--- config.mk ---
export PLATFORM = sky130hd
export DESIGN_NAME = multicycle_controller
export DESIGN_NICKNAME = d
export VERILOG_FILES = /design/src/rtl/multicycle_controller.sv
export SDC_FILE = /design/constraint.sdc
export NUM_CORES = 1
export LEC_CHECK = 0
export ABC_AREA = 0
export CELL_PAD_IN_SITES_DETAIL_PLACEMENT = 0
export CELL_PAD_IN_SITES_GLOBAL_PLACEMENT = 1
export CORE_MARGIN = 2
export CORE_UTILIZATION = 33
export CTS_BUF_LIST = sky130_fd_sc_hd__clkbuf_4 sky130_fd_sc_hd__clkbuf_8
export CTS_CLUSTER_SIZE = 28
export DETAILED_ROUTE_END_ITERATION = 6
export GPL_TIMING_DRIVEN = 0
export PLACE_DENSITY_LB_ADDON = 0.1
export SLEW_MARGIN = 15
export SYNTH_ARGS = -nofsm -noshare
export SYNTH_HDL_FRONTEND = slang
export SYNTH_SLANG_ARGS = --single-unit
--- constraint.sdc ---
create_clock -name clk -period 4.57 [get_ports clk]
set_clock_uncertainty 0.05 [all_clocks]
set_input_delay 0.914 -clock clk [delete_from_list [all_inputs] [get_ports clk]]
set_output_delay 0.914 -clock clk [all_outputs]
set_load 0.005 [all_outputs]
--- src/rtl/multicycle_controller.sv ---
// Multi-cycle RV32I-subset sequencer: FETCH/DECODE/EXEC/MEM/WB, stalling on imem/dmem req/ready.
// Define CTRL_PERF_COUNTER_EN to add the cycle_count/retired_count performance counters.
module multicycle_controller #(
    parameter int COUNT_WIDTH = 32
) (
    input  logic        clk,
    input  logic        reset,
    input  logic [31:0] instruction,
    input  logic        imem_ready,
    input  logic        dmem_ready,
    input  logic        zero,
    output logic        imem_req,
    output logic        ir_write,
    output logic        pc_write,
    output logic        dmem_req,
    output logic        dmem_we,
    output logic        reg_write,
    output logic [2:0]  alu_op,
    output logic [1:0]  alu_src_a,
    output logic [1:0]  alu_src_b,
    output logic [1:0]  result_src,
    output logic        illegal,
    output logic [2:0]  state_check
`ifdef CTRL_PERF_COUNTER_EN
    ,
    output logic [COUNT_WIDTH-1:0] cycle_count,
    output logic [COUNT_WIDTH-1:0] retired_count
`endif
);
    localparam logic [2:0] ST_FETCH  = 3'd0;
    localparam logic [2:0] ST_DECODE = 3'd1;
    localparam logic [2:0] ST_EXEC   = 3'd2;
    localparam logic [2:0] ST_MEM    = 3'd3;
    localparam logic [2:0] ST_WB     = 3'd4;
    localparam logic [2:0] ST_HALT   = 3'd5;
    localparam logic [2:0] ST_RST    = 3'd6;

    localparam logic [6:0] OP_R   = 7'b0110011;
    localparam logic [6:0] OP_I   = 7'b0010011;
    localparam logic [6:0] OP_LW  = 7'b0000011;
    localparam logic [6:0] OP_SW  = 7'b0100011;
    localparam logic [6:0] OP_BEQ = 7'b1100011;

    logic [2:0] state;
    logic [6:0] opcode;
    logic [2:0] funct3;
    logic       funct7_b5;
    logic [4:0] rd;
    logic       illegal_q;
    logic       is_r, is_i, is_lw, is_sw, is_beq, legal;
    logic [2:0] alu_fn;
    logic       unused_bits;

    // rs1/rs2 and the rest of funct7 go straight to the datapath, not through here.
    assign unused_bits = ^{instruction[31], instruction[29:15]};

    assign is_r   = (opcode == OP_R);
    assign is_i   = (opcode == OP_I);
    assign is_lw  = (opcode == OP_LW);
    assign is_sw  = (opcode == OP_SW);
    assign is_beq = (opcode == OP_BEQ);

    always_comb begin
        legal = 1'b0;
        case (opcode)
            OP_R:          legal = (funct3 != 3'b011) && (!funct7_b5 || funct3 == 3'b000);
            OP_I:          legal = (funct3 != 3'b011) && !(funct3 == 3'b101 && funct7_b5);
            OP_LW, OP_SW:  legal = (funct3 == 3'b010);
            OP_BEQ:        legal = (funct3 == 3'b000);
            default:       legal = 1'b0;
        endcase
    end

    // funct7[5] only means SUB on register-register ops; ADDI ignores it.
    always_comb begin
        alu_fn = 3'd0;
        case (funct3)
            3'b000:  alu_fn = (is_r && funct7_b5) ? 3'd1 : 3'd0;
            3'b001:  alu_fn = 3'd5;
            3'b010:  alu_fn = 3'd7;
            3'b100:  alu_fn = 3'd4;
            3'b101:  alu_fn = 3'd6;
            3'b110:  alu_fn = 3'd3;
            3'b111:  alu_fn = 3'd2;
            default: alu_fn = 3'd0;
        endcase
    end

    always_comb begin
        imem_req   = 1'b0;
        ir_write   = 1'b0;
        pc_write   = 1'b0;
        dmem_req   = 1'b0;
        dmem_we    = 1'b0;
        reg_write  = 1'b0;
        alu_op     = 3'd0;
        alu_src_a  = 2'd0;
        alu_src_b  = 2'd0;
        result_src = 2'd0;
        case (state)
            ST_FETCH: begin
                imem_req   = 1'b1;
                alu_src_b  = 2'd2;
                result_src = 2'd2;
                ir_write   = imem_ready;
                pc_write   = imem_ready;
            end
            ST_DECODE: begin
                alu_src_a = 2'd1;
                alu_src_b = 2'd1;
            end
            ST_EXEC: begin
                alu_src_a = 2'd2;
                if (is_r) begin
                    alu_op = alu_fn;
                end else if (is_i) begin
                    alu_op    = alu_fn;
                    alu_src_b = 2'd1;
                end else if (is_lw || is_sw) begin
                    alu_src_b = 2'd1;
                end else if (is_beq) begin
                    alu_op   = 3'd1;
                    pc_write = zero;
                end
            end
            ST_MEM: begin
                dmem_req = 1'b1;
                dmem_we  = is_sw;
            end
            ST_WB: begin
                reg_write  = (rd != 5'd0);
                result_src = is_lw ? 2'd1 : 2'd0;
            end
            default: ;
        endcase
    end

    assign illegal     = illegal_q;
    assign state_check = state;

    always_ff @(posedge clk or negedge reset) begin
        if (!reset) begin
            state     <= ST_RST;
            illegal_q <= 1'b0;
            opcode    <= 7'd0;
            funct3    <= 3'd0;
            funct7_b5 <= 1'b0;
            rd        <= 5'd0;
        end else begin
            case (state)
                ST_RST: state <= ST_FETCH;
                ST_FETCH: begin
                    if (imem_ready) begin
                        opcode    <= instruction[6:0];
                        funct3    <= instruction[14:12];
                        funct7_b5 <= instruction[30];
                        rd        <= instruction[11:7];
                        state     <= ST_DECODE;
                    end
                end
                ST_DECODE: begin
                    if (legal) begin
                        state <= ST_EXEC;
                    end else begin
                        state     <= ST_HALT;
                        illegal_q <= 1'b1;
                    end
                end
                ST_EXEC: begin
                    if (is_lw || is_sw) state <= ST_MEM;
                    else if (is_beq)    state <= ST_FETCH;
                    else                state <= ST_WB;
                end
                ST_MEM: begin
                    if (dmem_ready) state <= is_sw ? ST_FETCH : ST_WB;
                end
                ST_WB:   state <= ST_FETCH;
                ST_HALT: state <= ST_HALT;
                default: state <= ST_RST;
            endcase
        end
    end

`ifdef CTRL_PERF_COUNTER_EN
    logic retire;
    assign retire = (state == ST_WB)
                  || (state == ST_MEM && is_sw && dmem_ready)
                  || (state == ST_EXEC && is_beq);

    always_ff @(posedge clk or negedge reset) begin
        if (!reset) begin
            cycle_count   <= '0;
            retired_count <= '0;
        end else begin
            if (state != ST_RST && state != ST_HALT) cycle_count <= cycle_count + 1'b1;
            if (retire) retired_count <= retired_count + 1'b1;
        end
    end
`else
    logic [COUNT_WIDTH-1:0] unused_count;
    assign unused_count = '0;
`endif
endmodule

# After elaboration in Yosys (flattened, before gate mapping)
# Index checks and enable logic that the tools add are counted.
[totals] regBits=20 in_bits=37 out_inout_bits=19 wordCells=75
[op_classes] eq_ne=20 muxes=32 n_bitwise=1 n_reduce_logical=16
[op_table] operator="$mux 3" count=9
[op_table] operator="$eq 3x3->1 const B" count=7
[op_table] operator="$pmux 3 s7" count=1
[op_table] operator="$pmux 3 s6" count=1
[op_table] operator="$mux 1" count=16
[op_table] operator="$eq 7x6->1 const B" count=2
[op_table] operator="$eq 3x2->1 const B" count=3
[op_table] operator="$pmux 2 s2" count=2
[op_table] operator="$eq 7x2->1 const B" count=1
[op_table] operator="$eq 7x5->1 const B" count=1
[op_table] operator="$eq 7x7->1 const B" count=1
[op_table] operator="$eq 3x1->1 const B" count=2
[op_table] operator="$logic_not 3->1" count=2
[op_table] operator="$pmux 2 s3" count=1
[op_table] operator="$reduce_and 2->1" count=3
[op_table] operator="$reduce_bool 5->1" count=1
[op_table] operator="$logic_and 1x1->1" count=4
[op_table] operator="$ne 2x2->1 const B" count=2
[op_table] operator="$pmux 1 s4" count=1
[op_table] operator="$reduce_or 2->1" count=2
[op_table] operator="$ne 3x2->1 const B" count=1
[op_table] operator="$logic_not 1->1" count=2
[op_table] operator="$logic_or 1x1->1" count=2
[op_table] operator="$pmux 1 s2" count=1
[op_table] operator="$not 1->1" count=1

# Depth between registers and ports, before layout
[logic_depth] ltp_word=7 ltp_mapped=6

# Least setup slack after synthesis
# No wires, ideal clock.
[synth_path] path_kind="input to output" start="in imem_ready" end="out pc_write" arrival_ns=1.521 required_time_ns=3.606 path_slack_ns=2.085 cell_stages=4 n_path_buf=2 cell_sequence="and2_1 -> buf_6 -> buf_6 -> a31o_2"
[synth_between] elab_chain_cells=1
[synth_lines] element="start: declaration" line_no="9" rtl="input logic imem_ready,"
[synth_lines] element="$pmux 1 s2" line_no="100" rtl="case (state)"
[synth_lines] element="end: declaration" line_no="14" rtl="output logic pc_write,"
# Every way passes these cells.

# Worst setup path after layout
# Same ends and word-level chain as after synthesis.

==> key figures <==
Worst setup path
  – Delay-heaviest family, CP: buffers and inverters
  – CP arrival: 2.47 ns
  – CP startpoint kind: input pin
  – Crit path required time: 3.61 ns
  – Largest stage delay, worst path: 0.48 ns
  – Crit path kind: input pin to output port
  – CP max stage cell: clkdlybuf4s50_1
  – CP cell instances: clkdlybuf4s50_1 > and2_1 > buf_6 > buf_6 > a31o_2 > clkdlybuf4s50_1
  – Crit path max fanout: 10
  – WP buf/inv: 4
  – Worst setup EP type: output port

Timing
  – # setup viols final: 0
  – RSZ-0062 raised after global routing: false
  – Final period util: 75.1%
  – Rel. slew slack: 40.1%
  – Worst-Margin Slew: 0.896 ns
  – Peak Freq: 291 MHz
  – Period minus WS final: 3.43 ns
  – Hold Fails Final Rpt: 0
  – Final-report max-slew violation count: 0
  – WHS: 0.446 ns
  – Setup TNS: 0 ns

Final layout
  – Most frequent cells in the layout: clkdlybuf4s50_1 (39), dfrtp_1 (18), mux2_2 (9)
  – Synth-to-Final Area Change: 41.1%
  – Nets@finish: 199
  – Commonest non-fill, non-tap cell in the layout: clkdlybuf4s50_1
  – Multi-input gate area: 618 sq um
  – Register Area: 503 sq um
  – Proportion of layout cells with a drive suffix above 1: 21.1%
  – Number of antenna diodes: 0
  – Filler instances: 360

Logic synthesis
  – Syn Inst Count: 118
  – Synth top area share: 37.1%
  – Sequential element share of the synthesized area: 41.4%
  – Synth cell types: 40
  – Syn Area/Cell: 10.3 sq um
  – Synth Net Count: 155
  – Ys flop type: dfrtp_1
  – Post-synth ARST share: 100%
  – EDFF count, synth: 0
  – Seq cells post-synth: 20
  – Top cell type by total area after synthesis: dfrtp_1
  – Synth area leaders: dfrtp_1 (37%), mux2_2 (8.4%), mux2_1 (6.5%)
  – Synth warnings: 0
  – Post-Syn Area: 1210 sq um

Global routing
  – First-pass GRT wire length: 4660 um
  – Grt ovf: 0
  – Vias in the first global route: 958
  – Largest net degree at the start of global routing: 21
  – Initial antenna violation count: 0
  – Gr usage total: 14.5%

Clock tree
  – Clock-pin slew on the worst setup and hold paths: 0.07 ns
  – Setup Buffers After CTS: 0
  – Post-CTS Hold Fix Bufs: 0
  – Clock Tree Buf Depth: 2
  – Root buf cell: clkbuf_8
  – PostCTS Resize Cnt: 0
  – CTS H-tree depth: 1
  – Total CTS buffers: 3
  – Clk sinks: 20
  – Clock Latency Late Sink: 0.25 ns
  – CTS tree: done

Pwr
  – Sw frac: 35.9%
  – Pwr/cell area: 558 nW/um^2
  – Sw Pwr: 343 uW
  – Part of the power in combinational logic: 53.9%
  – Pleak: 0.000673 uW
  – Clock power frac: 12.8%
  – VDD IR max: 0.271 mV
  – Pint: 612 uW
  – Power share of the sequential group: 33.3%

Routing
  – Routed WL per cell: 13.4 um
  – Pre-antenna DRT Iters: 4
  – Detail-routed via count per cell: 4.94
  – Final wirelength: 2800 um
  – First DRT Iteration DRCs: 47
  – DR vias: 1033
  – Final ANT Viol Nets: 0
  – DRC errors left: 0

Flow run
  – Max Cap Viol: 0

Placed design
  – Placer congestion estimate: 0.752
  – Detail Placement HPWL: 2210 um
  – Number of port buffers: 39

Floorplanning
  – Ports: 56
  – Die width: 64.6 um
  – Area of the die: 4180 sq um
  – Starting density of the core: 33.7%
  – Row cnt: 22
  – Placeable Area: 3610 sq um
  – Die height: 64.6 um

Outcome
  – Outcome: complete, no violations

Hold path
  – Worst hold path type: flop to flop
-- power groups by stage --
stage | Sequential (uW) | Combinational (uW) | Clock, uW
final | 318 | 515 | 123
after global routing | 332 | 566 | 138
after CTS | 318 | 522 | 126
after detailed placement | 321 | 520 | 0
after global placement | 317 | 511 | 0
after floorplan | 307 | 348 | 0
-- cell usage after synthesis (2+ instances only) --
| library cell | number |
|---|---|
| nand3_1 | 3 |
| o21bai_1 | 2 |
| mux2i_1 | 2 |
| mux2_1 | 7 |
| o211ai_1 | 3 |
| buf_2 | 5 |
| nor3_1 | 5 |
| dfrtp_1 | 18 |
| o21ai_0 | 4 |
| nor3b_2 | 2 |
| nand2_1 | 8 |
| buf_6 | 3 |
| dfstp_2 | 2 |
| mux2_2 | 9 |
| clkbuf_1 | 2 |
| nor2_1 | 6 |
| inv_1 | 3 |
| and2_1 | 2 |
| nor4_1 | 2 |
| buf_4 | 2 |
| nor2b_1 | 2 |
| a21oi_1 | 5 |
| nand2b_1 | 4 |
-- cell families after synthesis --
kind of cell | share of synthesized area, %
AO/OA/AOI/OAI | 11.6
XOR/XNOR | 0.722
buffers and inverters | 7.63
flip-flops | 41.4
multiplexers | 16.5
AND/OR/NAND/NOR | 22.1
-- flip-flops by register name (all words and copies together) (netlist names) --
signal,cells
illegal,1
state_check,3
rd,5
funct7_b5,1
opcode,7
funct3,3
-- per-stage QoR --
stage                     worst slack (ns)  area (sq um)  power [uW]  util (%)  instances
after floorplan                       2.09          1210         655         -        118
after global placement                1.12          1660         827      46.1        205
after detailed placement              1.13          1660         841      46.1        205
after CTS                             1.12          1710         967      47.5        209
after global routing                  1.05          1710        1040      47.5        209
final                                 1.14          1710         955      47.5        209
-- routing by layer --
metal	vias up	wire, um	GRT usage [%]	part of all wire [%]
met3	5	86	1.56	3.1
met4	0	41	4.79	1.5
li1	511	-	-	-
met1	492	1260	19.4	45
met2	25	1420	24.6	50
met5	-	0	0	0
-- path summary, 6_finish.rpt --
check | from | endpoint | slack, ns | depth (start not counted)
worst max-delay path | imem_ready | pc_write | 1.14 | 6
worst min-delay path | rd[4] | rd[4] | 0.45 | 1
worst max register to register | state_check[0] | funct3[0] | 2.86 | 5
worst min register to register | rd[4] | rd[4] | 0.45 | 1
max in group asynchronous | reset | state_check[0] | 2.81 | 1
min in group asynchronous | reset | funct3[2] | 1.11 | 1
-- cell type report --
class	count	area share, %
repair buffers	39	22.8
inverters	3	0.657
well taps	48	3.51
flip-flops and latches	20	29.4
multi-input cells	83	36.1
plain buffers	12	4.75
clock buffers	4	2.85
No activity file was read; power rests on OpenSTA's default activity.
